<file path="src/rtl/div_unit.sv">
// rtl/div_unit.sv - multi-cycle radix-2 restoring divider for DIV/DIVU (quotient->LO, remainder->HI)
// Optional feature macro: DIV_ZERO_TRAP_EN (early completion plus div_zero flag on a zero divisor).
module div_unit #(
    parameter int WIDTH = 32
) (
    input  logic             clk,
    input  logic             rst_n,
    input  logic             start,
    input  logic             flush,
    input  logic             is_signed,
    input  logic [WIDTH-1:0] dividend,
    input  logic [WIDTH-1:0] divisor,
    output logic             busy,
    output logic             done,
    output logic [WIDTH-1:0] quotient,
`ifdef DIV_ZERO_TRAP_EN
    output logic [WIDTH-1:0] remainder,
    output logic             div_zero
`else
    output logic [WIDTH-1:0] remainder
`endif
);

    localparam int CW = $clog2(WIDTH + 1);

    typedef enum logic [1:0] {
        S_IDLE = 2'd0,
        S_RUN  = 2'd1,
        S_DONE = 2'd2
    } state_t;

    state_t           state_q, state_d;
    logic [CW-1:0]    cnt_q, cnt_d;
    logic [WIDTH-1:0] rem_q, rem_d;
    logic [WIDTH-1:0] quo_q, quo_d;
    logic [WIDTH-1:0] dvs_q, dvs_d;
    logic             q_neg_q, q_neg_d;
    logic             r_neg_q, r_neg_d;
    logic             dz_q, dz_d;
    logic [WIDTH-1:0] quotient_q, quotient_d;
    logic [WIDTH-1:0] remainder_q, remainder_d;
    logic             div_zero_q, div_zero_d;

    logic [WIDTH-1:0] dvd_abs;
    logic [WIDTH-1:0] dvs_abs;
    logic [WIDTH:0]   shifted;
    logic [WIDTH:0]   trial;

    always_comb begin
        dvd_abs = (is_signed && dividend[WIDTH-1]) ? -dividend : dividend;
        dvs_abs = (is_signed && divisor[WIDTH-1])  ? -divisor  : divisor;
        // The bit shifted out of rem is kept as the MSB so the trial subtraction never overflows.
        shifted = {rem_q, quo_q[WIDTH-1]};
        trial   = shifted - {1'b0, dvs_q};
    end

    always_comb begin
        state_d     = state_q;
        cnt_d       = cnt_q;
        rem_d       = rem_q;
        quo_d       = quo_q;
        dvs_d       = dvs_q;
        q_neg_d     = q_neg_q;
        r_neg_d     = r_neg_q;
        dz_d        = dz_q;
        quotient_d  = quotient_q;
        remainder_d = remainder_q;
        div_zero_d  = 1'b0;

        case (state_q)
            S_IDLE: begin
                if (start && !flush) begin
                    state_d = S_RUN;
                    cnt_d   = CW'(WIDTH);
                    rem_d   = '0;
                    quo_d   = dvd_abs;
                    dvs_d   = dvs_abs;
                    q_neg_d = is_signed && (dividend[WIDTH-1] ^ divisor[WIDTH-1]);
                    r_neg_d = is_signed && dividend[WIDTH-1];
                    dz_d    = (divisor == '0);
`ifdef DIV_ZERO_TRAP_EN
                    if (divisor == '0) begin
                        state_d     = S_DONE;
                        quotient_d  = '1;
                        remainder_d = dividend;
                        div_zero_d  = 1'b1;
                    end
`endif
                end
            end
            S_RUN: begin
                if (cnt_q == '0) begin
                    state_d = S_DONE;
                    // A zero divisor yields all-ones bits, but the sign fix-up must not touch them.
                    quotient_d  = dz_q ? '1 : (q_neg_q ? -quo_q : quo_q);
                    remainder_d = r_neg_q ? -rem_q : rem_q;
                end else begin
                    cnt_d = cnt_q - 1'b1;
                    if (!trial[WIDTH]) begin
                        rem_d = trial[WIDTH-1:0];
                        quo_d = {quo_q[WIDTH-2:0], 1'b1};
                    end else begin
                        rem_d = shifted[WIDTH-1:0];
                        quo_d = {quo_q[WIDTH-2:0], 1'b0};
                    end
                end
            end
            S_DONE: begin
                state_d = S_IDLE;
            end
            default: begin
                state_d = S_IDLE;
            end
        endcase

        if (flush) begin
            state_d     = S_IDLE;
            quotient_d  = quotient_q;
            remainder_d = remainder_q;
            div_zero_d  = 1'b0;
        end
    end

    always_ff @(posedge clk or negedge rst_n) begin
        if (!rst_n) begin
            state_q     <= S_IDLE;
            cnt_q       <= '0;
            rem_q       <= '0;
            quo_q       <= '0;
            dvs_q       <= '0;
            q_neg_q     <= 1'b0;
            r_neg_q     <= 1'b0;
            dz_q        <= 1'b0;
            quotient_q  <= '0;
            remainder_q <= '0;
            div_zero_q  <= 1'b0;
        end else begin
            state_q     <= state_d;
            cnt_q       <= cnt_d;
            rem_q       <= rem_d;
            quo_q       <= quo_d;
            dvs_q       <= dvs_d;
            q_neg_q     <= q_neg_d;
            r_neg_q     <= r_neg_d;
            dz_q        <= dz_d;
            quotient_q  <= quotient_d;
            remainder_q <= remainder_d;
            div_zero_q  <= div_zero_d;
        end
    end

    assign busy      = (state_q != S_IDLE);
    assign done      = (state_q == S_DONE);
    assign quotient  = quotient_q;
    assign remainder = remainder_q;
`ifdef DIV_ZERO_TRAP_EN
    assign div_zero  = div_zero_q;
`else
    logic unused_dz;
    assign unused_dz = div_zero_q;
`endif

endmodule

</file>
<file path="config.mk">
export PLATFORM = sky130hd
export DESIGN_NAME = div_unit
export DESIGN_NICKNAME = d
export VERILOG_FILES = /design/src/rtl/div_unit.sv
export SDC_FILE = /design/constraint.sdc
export NUM_CORES = 1
export LEC_CHECK = 0
export CAP_MARGIN = 20
export CORE_MARGIN = 1.5
export CORE_UTILIZATION = 35
export CTS_CLUSTER_DIAMETER = 80
export DETAILED_ROUTE_END_ITERATION = 8
export GPL_ROUTABILITY_DRIVEN = 1
export PLACE_DENSITY = 0.64
export RECOVER_POWER = 25
export SETUP_SLACK_MARGIN = 0.5
export SLEW_MARGIN = 20
export SYNTH_ARGS = -nofsm -noshare
export SYNTH_HDL_FRONTEND = slang
export SYNTH_SLANG_ARGS = --single-unit
</file>
<file path="constraint.sdc">
create_clock -name clk -period 3.8 [get_ports clk]
set_input_delay 0.76 -clock clk [delete_from_list [all_inputs] [get_ports clk]]
set_output_delay 0.76 -clock clk [all_outputs]
set_load 0.1 [all_outputs]
</file>
==> out/qor.yml, run 1 <==
grt_first_pass_wirelength_mm: 51.2
arrival_ns: 3.45
dp_hpwl_mm: 23.7
wirelength_mm: 31.9
drc: 0
dieHeight_um: 183
netlist_area_um2: 11400
relSlewSlack_pct: -43.5
violations: "capacitance limit, slew limit"
ant_nets: 0
grt_max_degree: 91
layout.cells.non_filler: 1935
clkLatencyLatePin_ns: 0.44
placed_cells: 1898
die_x_um: 183
syn_nets: 1482
overflow: 0
worst_clock_skew_ns: 0.00895
powerDensity_nw_per_um2: 954
seq_power_share_pct: 25.6
finalMaxSlewViolations: 81
dieArea_um2: 33600
min_period_ns: 3.15
htree_levels: 4
drt_pass1_iterations: 5
layout_setup_ws_ns: 0.650
rsz0062_at_grt: "no"
yosysTopAreaCell: "dfrtp_1"
switching_power_uw: 6890
globalplace.congestion: 0.879
place_area_um2: 13200
syn_to_final_growth_pct: 22.5
nets: 1596
final_common_cell: "nand2_1"
core_um2: 31800
setup_viol: 0
rows: 65
yosysWarnings: 0
design_area_um2: 13900
antenna_found_initial: 0
internal-power_uw: 6400
grt_pass1_vias: 9568
setup_tns_ns: 0
cts_buffers: 17
cap_violations: 1
clockPowerShare_pct: 14.1
start_util_pct: 35.8
cts-root-buf: "clkbuf_16"
clk_path_buf_depth: 2
power.share.combinational_pct: 60.3
critPathMaxFanout: 15
place_ws_ns: 0.150
worst_pin_slew_ns: 2.15
setup.worst_path.end_class: "flop"
yosys_most_used_dff: "dfrtp_1"
vias: 10000
via_per_inst: 5.18
startpoint_type: "flop"
crit_type: "flop to flop"
clk_transition_reported_paths_ns: 0.07
ir_drop_v: 0.000433
hold_viol: 0
synth_edf_count: 0
drt_first_iter_violations: 598
drive_above_1_share_pct: 7.33
synth_top_area_share_pct: 37.6
tritoncts: "done"
cts_hold_buffers: 0
syn_avg_cell_area_um2: 8.28
yosysSeqAreaShare_pct: 37.6
ys_async_sr_fraction_pct: 100
antenna_cells: 0
status: "complete, but fails checks"
cts.sinks: 171
hp-class: "flop to flop"
post-route-period-util_pct: 82.9
synth.area.top_cells: "dfrtp_1 38%, o21ai_0 7.2%, nand2_1 6.8%"
io_pins: 135
avgRoutedWirePerCell_um: 16.5
sw_frac_of_total_pct: 51.9
ys_types: 68
mostFrequentLayoutCells: "207 x nand2_1, 170 x dfrtp_1, 164 x o21ai_0, 132 x clkdlybuf4s50_1, 99 x a21oi_1"
io_buffers: 134
p_leak_uw: 0.00592
syn_inst: 1374
cp.required_ns: 4.10
ys_seq_elements: 171
clock.fmax_mhz: 318
grt.total_usage_pct: 19.2
logic make-up after synthesis:
family,share of synthesized area (%)
simple gates,19.4
fa+ha+maj,4.36
xor+xnor,10.9
buf+inv,4.41
compound gates,20.7
flops,37.6
mux,2.67
layer usage:
layer / wire [um] / share of wire, % / global-route usage [%]
met1: 16200 / 51 / 28.5
met2: 13500 / 42 / 28.4
met3: 1660 / 5.2 / 3.18
met4: 544 / 1.7 / 5.57
met5: 0 / 0 / 0
final cells by class:
type	count	area [um2]
inverters	51	191
well taps	435	544
multi-input cells	1077	6650
flip-flops and latches	171	4280
clock inverters	10	166
fillers	3149	17900
repair buffers	170	1650
clock buffers	21	450
state kept, by name (all words and copies together), names as in the netlist:
register   flops
rem_q         32
remainder     32
quotient      32
quo_q         32
q_neg_q        1
dz_q           1
r_neg_q        1
cnt_q          6
state_q        2
dvs_q         32
synthesized netlist by cell type, types with 13 or more instances:
cell      count
xor2_1       71
nor3_1       18
ha_1         38
mux2i_1      27
inv_1        51
nand3_1      35
clkbuf_1     58
o21ai_1      33
dfrtp_1     171
a21oi_1     101
nand2b_1     14
nand2_1     207
o21ai_0     164
or3_1        14
o31ai_1      21
nor4_1       13
xnor2_1      70
nor2_1       97
a31oi_1      13
what timing repair did:
item | in CTS | in global routing
setup buffers | 1 | 4
gates cloned | 1 | 0
endpoints found under the setup margin | 2 | 38
pin swaps | 1 | 6
hold endpoints to repair | 0 | 0
gates resized for setup | 1 | 11
critical path, cell delays in order (launching register included):
cell and delay (ns):
dfrtp_1 0.38, inv_1 0.08, ha_2 0.20, fa_2 0.35, nand2b_1 0.17, a21o_1 0.21
a21oi_2 0.19, o21ai_2 0.11, a211oi_2 0.26, o41ai_2 0.11, a41o_2 0.31, bufbuf_16 0.32
a32oi_1 0.19, o21ai_0 0.11
final timing paths:
kind	from	to	slack (ns)	depth (start not counted)
worst max-delay path	quo_q[31]	rem_q[15]	0.65	13
worst min-delay path	quotient[0]	quotient[0]	0.46	2
worst max register to register	quo_q[31]	rem_q[15]	0.65	13
worst min register to register	quotient[0]	quotient[0]	0.46	2
max in group asynchronous	rst_n	remainder[13]	0.95	2
min in group asynchronous	rst_n	dvs_q[20]	0.93	1
stage by stage:
stage	hold slack (ns)	total power, uW	utilization [%]
5_1_grt	0.498	14200	43.8
3_3_place_gp	0.454	11100	41.6
2_1_floorplan	0.449	9220	-
4_1_cts	0.410	13300	43.7
6_report	0.462	13300	43.8
3_5_place_dp	0.455	11200	41.6
power by group through the flow:
stage	registers [uW]	clock network, uW	logic, uW
floorplan	5490	0	3730
detailed placement	3430	0	7790
global placement	3380	0	7750
CTS	3400	1920	7940
finish	3400	1870	8020
global route	3520	1990	8650
Power figures use the tool's default switching activity.
==> inputs of run 2 (changes only) <==
PLACE_DENSITY = 0.66   (was 0.64)
clock period = 2.5 ns   (was 3.8 ns; I/O delays follow)
==> run 2 against run 1 <==
Against the previous run: the run ends with capacitance limit, slew limit, setup timing left; critical path depth decreased by 3; hold slack barely moved; clock skew rose by 0.0018 ns; final area rose by 21%; sequential power up 49%; total power grew 71%; fmax is 11% higher; clock power increased by 42%; core utilization rose by 9.3 points; sequential share of layout area shrank 5.4 points; worst setup slack lost 1.0 ns; critical path type unchanged; critical endpoint is now rem_q[27]; largest cell class unchanged; highest routed layer unchanged.
==> out/qor.yml, run 2 (synthesized netlist as in run 1, its figures left out) <==
status: "complete, but fails checks"
violations: "capacitance limit, slew limit, setup timing"
syn_to_final_growth_pct: 48.4
arrival_ns: 3.21  # -0.24 ns
ant_nets: 0  # unchanged
drc: 0  # unchanged
core_um2: 31800  # unchanged
cts.sinks: 171  # unchanged
hold_viol: 0  # unchanged
clk_transition_reported_paths_ns: 0.07  # about the same
drt_pass1_iterations: 5  # unchanged
setup_viol: 47  # +47
rows: 65  # unchanged
rsz0062_at_grt: "yes"
wirelength_mm: 36.2  # +14%
io_pins: 135  # unchanged
rr_startpoint: "rem_q[14]"
place_area_um2: 14900  # +13%
powerDensity_nw_per_um2: 1350  # +41%
ir_drop_v: 0.000737  # +70%
dp_hpwl_mm: 26.3  # +11%
die_x_um: 183  # unchanged
layout_setup_ws_ns: -0.349  # -0.999 ns
start_util_pct: 35.8  # unchanged
cts_buffers: 17  # unchanged
cts_hold_buffers: 0  # unchanged
cap_violations: 1  # unchanged
power.total_uw: 22700  # +71%
antenna_cells: 0  # unchanged
overflow: 0  # unchanged
vias: 11300  # +13%
relSlewSlack_pct: -5.03  # +38 points
tritoncts: "done"
clkLatencyLatePin_ns: 0.44  # about the same
r2r_cells: 10  # -3
hp-class: "input pin to asynchronous set/reset pin"
crit_type: "flop to flop"
startpoint_type: "flop"
grt_pass1_vias: 10600  # +11%
htree_levels: 4  # unchanged
min_period_ns: 2.85  # -0.301 ns
setup_tns_ns: -10.72  # -10.72 ns
dieHeight_um: 183  # unchanged
drt_first_iter_violations: 724  # +21%
finalMaxSlewViolations: 60  # -26%
final_common_cell: "buf_4"
grt_max_degree: 79  # -13%
wl_met2_mm: 16.1  # +19%
cp.required_ns: 2.86  # -1.24 ns
globalplace.congestion: 0.868  # -1.3%
nets: 1843  # +15%
drive_above_1_share_pct: 33.8  # +26 points
dr_wl_met3_mm: 1.61  # -2.9%
place_ws_ns: -0.396  # -0.546 ns
critPathMaxFanout: 3  # -12
avgRoutedWirePerCell_um: 16.6  # +0.64%
wl_met1_mm: 17.8  # +10%
io_buffers: 134  # unchanged
via_per_inst: 5.17  # -0.19%
antenna_found_initial: 0  # unchanged
top_layer: "met4"
grt.total_usage_pct: 20.9  # +1.7 points
design_area_um2: 16900  # +21%
crit_start: "rem_q[14]"
clock.fmax_mhz: 351  # +11%
setup.worst_path.end_class: "flop"
post-route-period-util_pct: 114  # +31 points
worst_pin_slew_ns: 1.58  # -0.577 ns
worst_clock_skew_ns: 0.0107  # +0.00180 ns
grt_first_pass_wirelength_mm: 55.8  # +9.0%
p_leak_uw: 0.00761  # +29%
clk_path_buf_depth: 2  # unchanged
cts-root-buf: "clkbuf_16"
dieArea_um2: 33600  # unchanged
mostFrequentLayoutCells: "302 x buf_4, 188 x nand2_1, 168 x dfrtp_1, 101 x o21ai_0"
run 2: changes by cell type in the layout (fill, tap and decap cells not counted), sizes merged, moves of 2 or more:
cell	delta
clkbuf	+14
dlymetal6s2s	+9
clkinv	+2
clkdlybuf4s50	-99
dlygate4sd2	+6
buf	+321
bufinv	-3
run 2: critical path, stage by stage (launching register included):
cell and delay (ns):
dfrtp_1 0.45, ha_1 0.34, a21o_1 0.21, a31oi_1 0.19, o21ai_0 0.19, a311o_1 0.41
o21ai_2 0.22, o21ai_0 0.18, nand2b_1 0.11, mux2_2 0.33, o211ai_1 0.15
run 2: final cells by class:
| class | count | area, um2 |
|---|---|---|
| clock buffers | 24 | 502 |
| clock inverters | 8 | 80.1 |
| fillers | 2840 | 14900 |
| inverters | 51 | 198 |
| multi-input cells | 1077 | 7720 |
| flip-flops and latches | 171 | 4280 |
| well taps | 435 | 544 |
| repair buffers | 417 | 3550 |
run 2: timing repair:
action,in CTS,in global routing
resized for setup,210,129
cloned,0,4
setup buffers,36,19
endpoints found under the setup margin,148,147
pin swaps,98,84
run 2: worst paths after layout:
| path | endpoint | slack (ns) |
|---|---|---|
| setup / recovery | rem_q[27] | -0.35 |
| hold / removal | dvs_q[7] | 0.46 |
| setup reg to reg | rem_q[27] | -0.35 |
| hold reg to reg | quotient[14] | 0.47 |
| max in group asynchronous | quotient[10] | 0.37 |
| min in group clk | quotient[14] | 0.47 |
run 2: power breakdown:
part / switching (uW) / internal (uW)
Clock: 1150 / 1510
Sequential: 1160 / 3890
Combinational: 9310 / 5680
run 2: stage by stage:
step | util [%] | instances | hold slack, ns
final | 53.1 | 2183 | 0.462
after global placement | 46.9 | 2092 | 0.454
after floorplan | - | 1374 | 0.204
after detailed placement | 46.9 | 2092 | 0.458
after CTS | 51.0 | 2160 | 0.0643
after global routing | 53.1 | 2183 | 0.487
run 2: routing by layer:
metal	vias up	track usage (%)
met2	297	31.3
li1	5553	-
met1	5379	31.5
met5	-	0
met3	47	2.42
met4	0	5.80
==> inputs of run 3 (changes only) <==
SLEW_MARGIN = unset   (was 20)
==> run 3 against run 2 <==
Against the previous run: the flow still finishes with violations (capacitance limit, slew limit, setup timing); die area unchanged; via count about the same; total power increased by 0.21%; clock power about the same; clock skew about the same; critical path type unchanged; highest routed layer unchanged.
==> out/qor.yml, run 3 (synthesized netlist as in run 1, its figures left out) <==
ant_nets: 0  # unchanged
avgRoutedWirePerCell_um: 16.6  # +0.30%
fin_util_pct: 53.2  # +0.13 points
ff2ff_setup_slack_ns: -0.36  # about the same
worstReg2RegEnd: "rem_q[27]"
mostFrequentLayoutCells: "302 x buf_4, 188 x nand2_1, 169 x dfrtp_1, 101 x o21ai_0"
cpMostUsedCell: "o21ai_0"
cts_buffers: 17  # unchanged
rsz0062_at_grt: "yes"
core_um2: 31800  # unchanged
min_period_ns: 2.86  # +0.00930 ns
overflow: 0  # unchanged
nets: 1844  # +0.054%
violations: "capacitance limit, slew limit, setup timing"
rr_startpoint: "rem_q[14]"
powerDensity_nw_per_um2: 1340  # about the same
io_pins: 135  # unchanged
tritoncts: "done"
grt_pass1_vias: 10600  # unchanged
clk_path_buf_depth: 2  # unchanged
clkLatencyLatePin_ns: 0.44  # about the same
crit_path_max_incr_delay_ns: 0.45  # about the same
finalMaxSlewViolations: 60  # unchanged
drive_above_1_share_pct: 33.8  # +0.038 points
die_x_um: 183  # unchanged
hp-class: "input pin to asynchronous set/reset pin"
rows: 65  # unchanged
cap_violations: 1  # unchanged
critPathTopFamily: "compound AO/OA/AOI/OAI gates"
clock.fmax_mhz: 350  # -0.33%
cts.sinks: 171  # unchanged
wirelength_mm: 36.3  # +0.35%
worst_pin_slew_ns: 1.57  # -0.00362 ns
clk_transition_reported_paths_ns: 0.07  # about the same
setup.worst_path.end_class: "flop"
status: "complete, but fails checks"
arrival_ns: 3.22  # about the same
final_common_cell: "buf_4"
dp_hpwl_mm: 26.3  # unchanged
place_area_um2: 14900  # unchanged
slowest_stage: "dfrtp_1"
worst-path-buf-inv: 0  # unchanged
drc: 0  # unchanged
power.total_uw: 22800  # +0.21%
grt.total_usage_pct: 20.9  # unchanged
startpoint_type: "flop"
cp_cell_sequence: "ha_1 -> a21o_1 -> a31oi_1 -> o21ai_0 -> a311o_1 -> o21ai_2 -> o21ai_0 -> nand2b_1 -> mux2_2 -> o211ai_1"
io_buffers: 134  # unchanged
relSlewSlack_pct: -4.79  # +0.24 points
start_util_pct: 35.8  # unchanged
crit_type: "flop to flop"
grt_first_pass_wirelength_mm: 55.8  # unchanged
worst_clock_skew_ns: 0.0103  # -0.000449 ns
vias: 11300  # +0.044%
drt_first_iter_violations: 746  # +3.0%
syn_to_final_growth_pct: 48.8
ir_drop_v: 0.000737  # about the same
cp.required_ns: 2.86  # about the same
htree_levels: 4  # unchanged
grt_max_degree: 79  # unchanged
drt_pass1_iterations: 5  # unchanged
setup_viol: 47  # unchanged
hold_viol: 0  # unchanged
antenna_cells: 0  # unchanged
via_per_inst: 5.17  # about the same
r2r_cells: 10  # unchanged
p_leak_uw: 0.00763  # +0.22%
dieArea_um2: 33600  # unchanged
design_area_um2: 16900  # +0.25%
cts-root-buf: "clkbuf_16"
post-route-period-util_pct: 114  # +0.37 points
dieHeight_um: 183  # unchanged
antenna_found_initial: 0  # unchanged
layout_setup_ws_ns: -0.358  # -0.00929 ns
globalplace.congestion: 0.868  # unchanged
fin_worst_hold_slack_ns: 0.459  # -0.00339 ns
critPathMaxFanout: 3  # unchanged
[run 3: changes by cell type in the layout (fill, tap and decap cells not counted)]
cell	delta
buf_16	+1
dfrtp_1	+1
dfrtp_2	-1
o31ai_2	-1
o31ai_4	+1
o41ai_1	-1
o41ai_2	+1
[run 3: worst max-delay path by stage]
stage,end,from,cells after the start
finish,rem_q[27],rem_q[14],10
global placement,quo_q[27],dividend[12],10
detailed placement,quo_q[27],dividend[12],10
CTS,rem_q[7],dvs_q[0],13
global route,rem_q[7],dvs_q[0],13
floorplan,quo_q[0],quo_q[31],14
[run 3: metal layers]
metal,share of wire (%),vias up,routed length (um),track usage [%]
met4,1.8,0,666,5.80
met3,4.3,47,1560,2.42
li1,-,5561,-,-
met2,45,271,16200,31.3
met5,0,-,0,0
met1,49,5402,17900,31.5
[run 3: per-stage QoR]
stage                     setup slack [ns]  instances  TNS (ns)
after floorplan                     -0.182       1374     -5.14
after global placement              -0.391       2092    -15.54
after detailed placement            -0.396       2092    -18.90
after CTS                           -0.343       2160     -9.57
after global routing                -0.458       2184    -18.04
final                               -0.358       2184    -10.85
[run 3: power breakdown]
| part | switching [uW] | internal (uW) |
|---|---|---|
| sequential | 1140 | 3890 |
| clock | 1150 | 1510 |
| combinational | 9360 | 5700 |
| total | 11700 | 11100 |
[run 3: final cells by class]
cell class	count	area, um2
Timing Repair Buffer	418	3580
Multi-Input combinational cell	1077	7740
Tap cell	435	544
Clock buffer	24	502
Inverter	51	198
Fill cell	2836	14900
Sequential cell	171	4280
Clock inverter	8	80.1
[run 3: timing repair]
action	4_1_cts	5_1_grt
hold endpoints to repair	0	0
cloned	0	4
resized for setup	210	131
endpoints found under the setup margin	148	147
pin swaps	98	83
hold buffers	0	0
buffers inserted	36	19
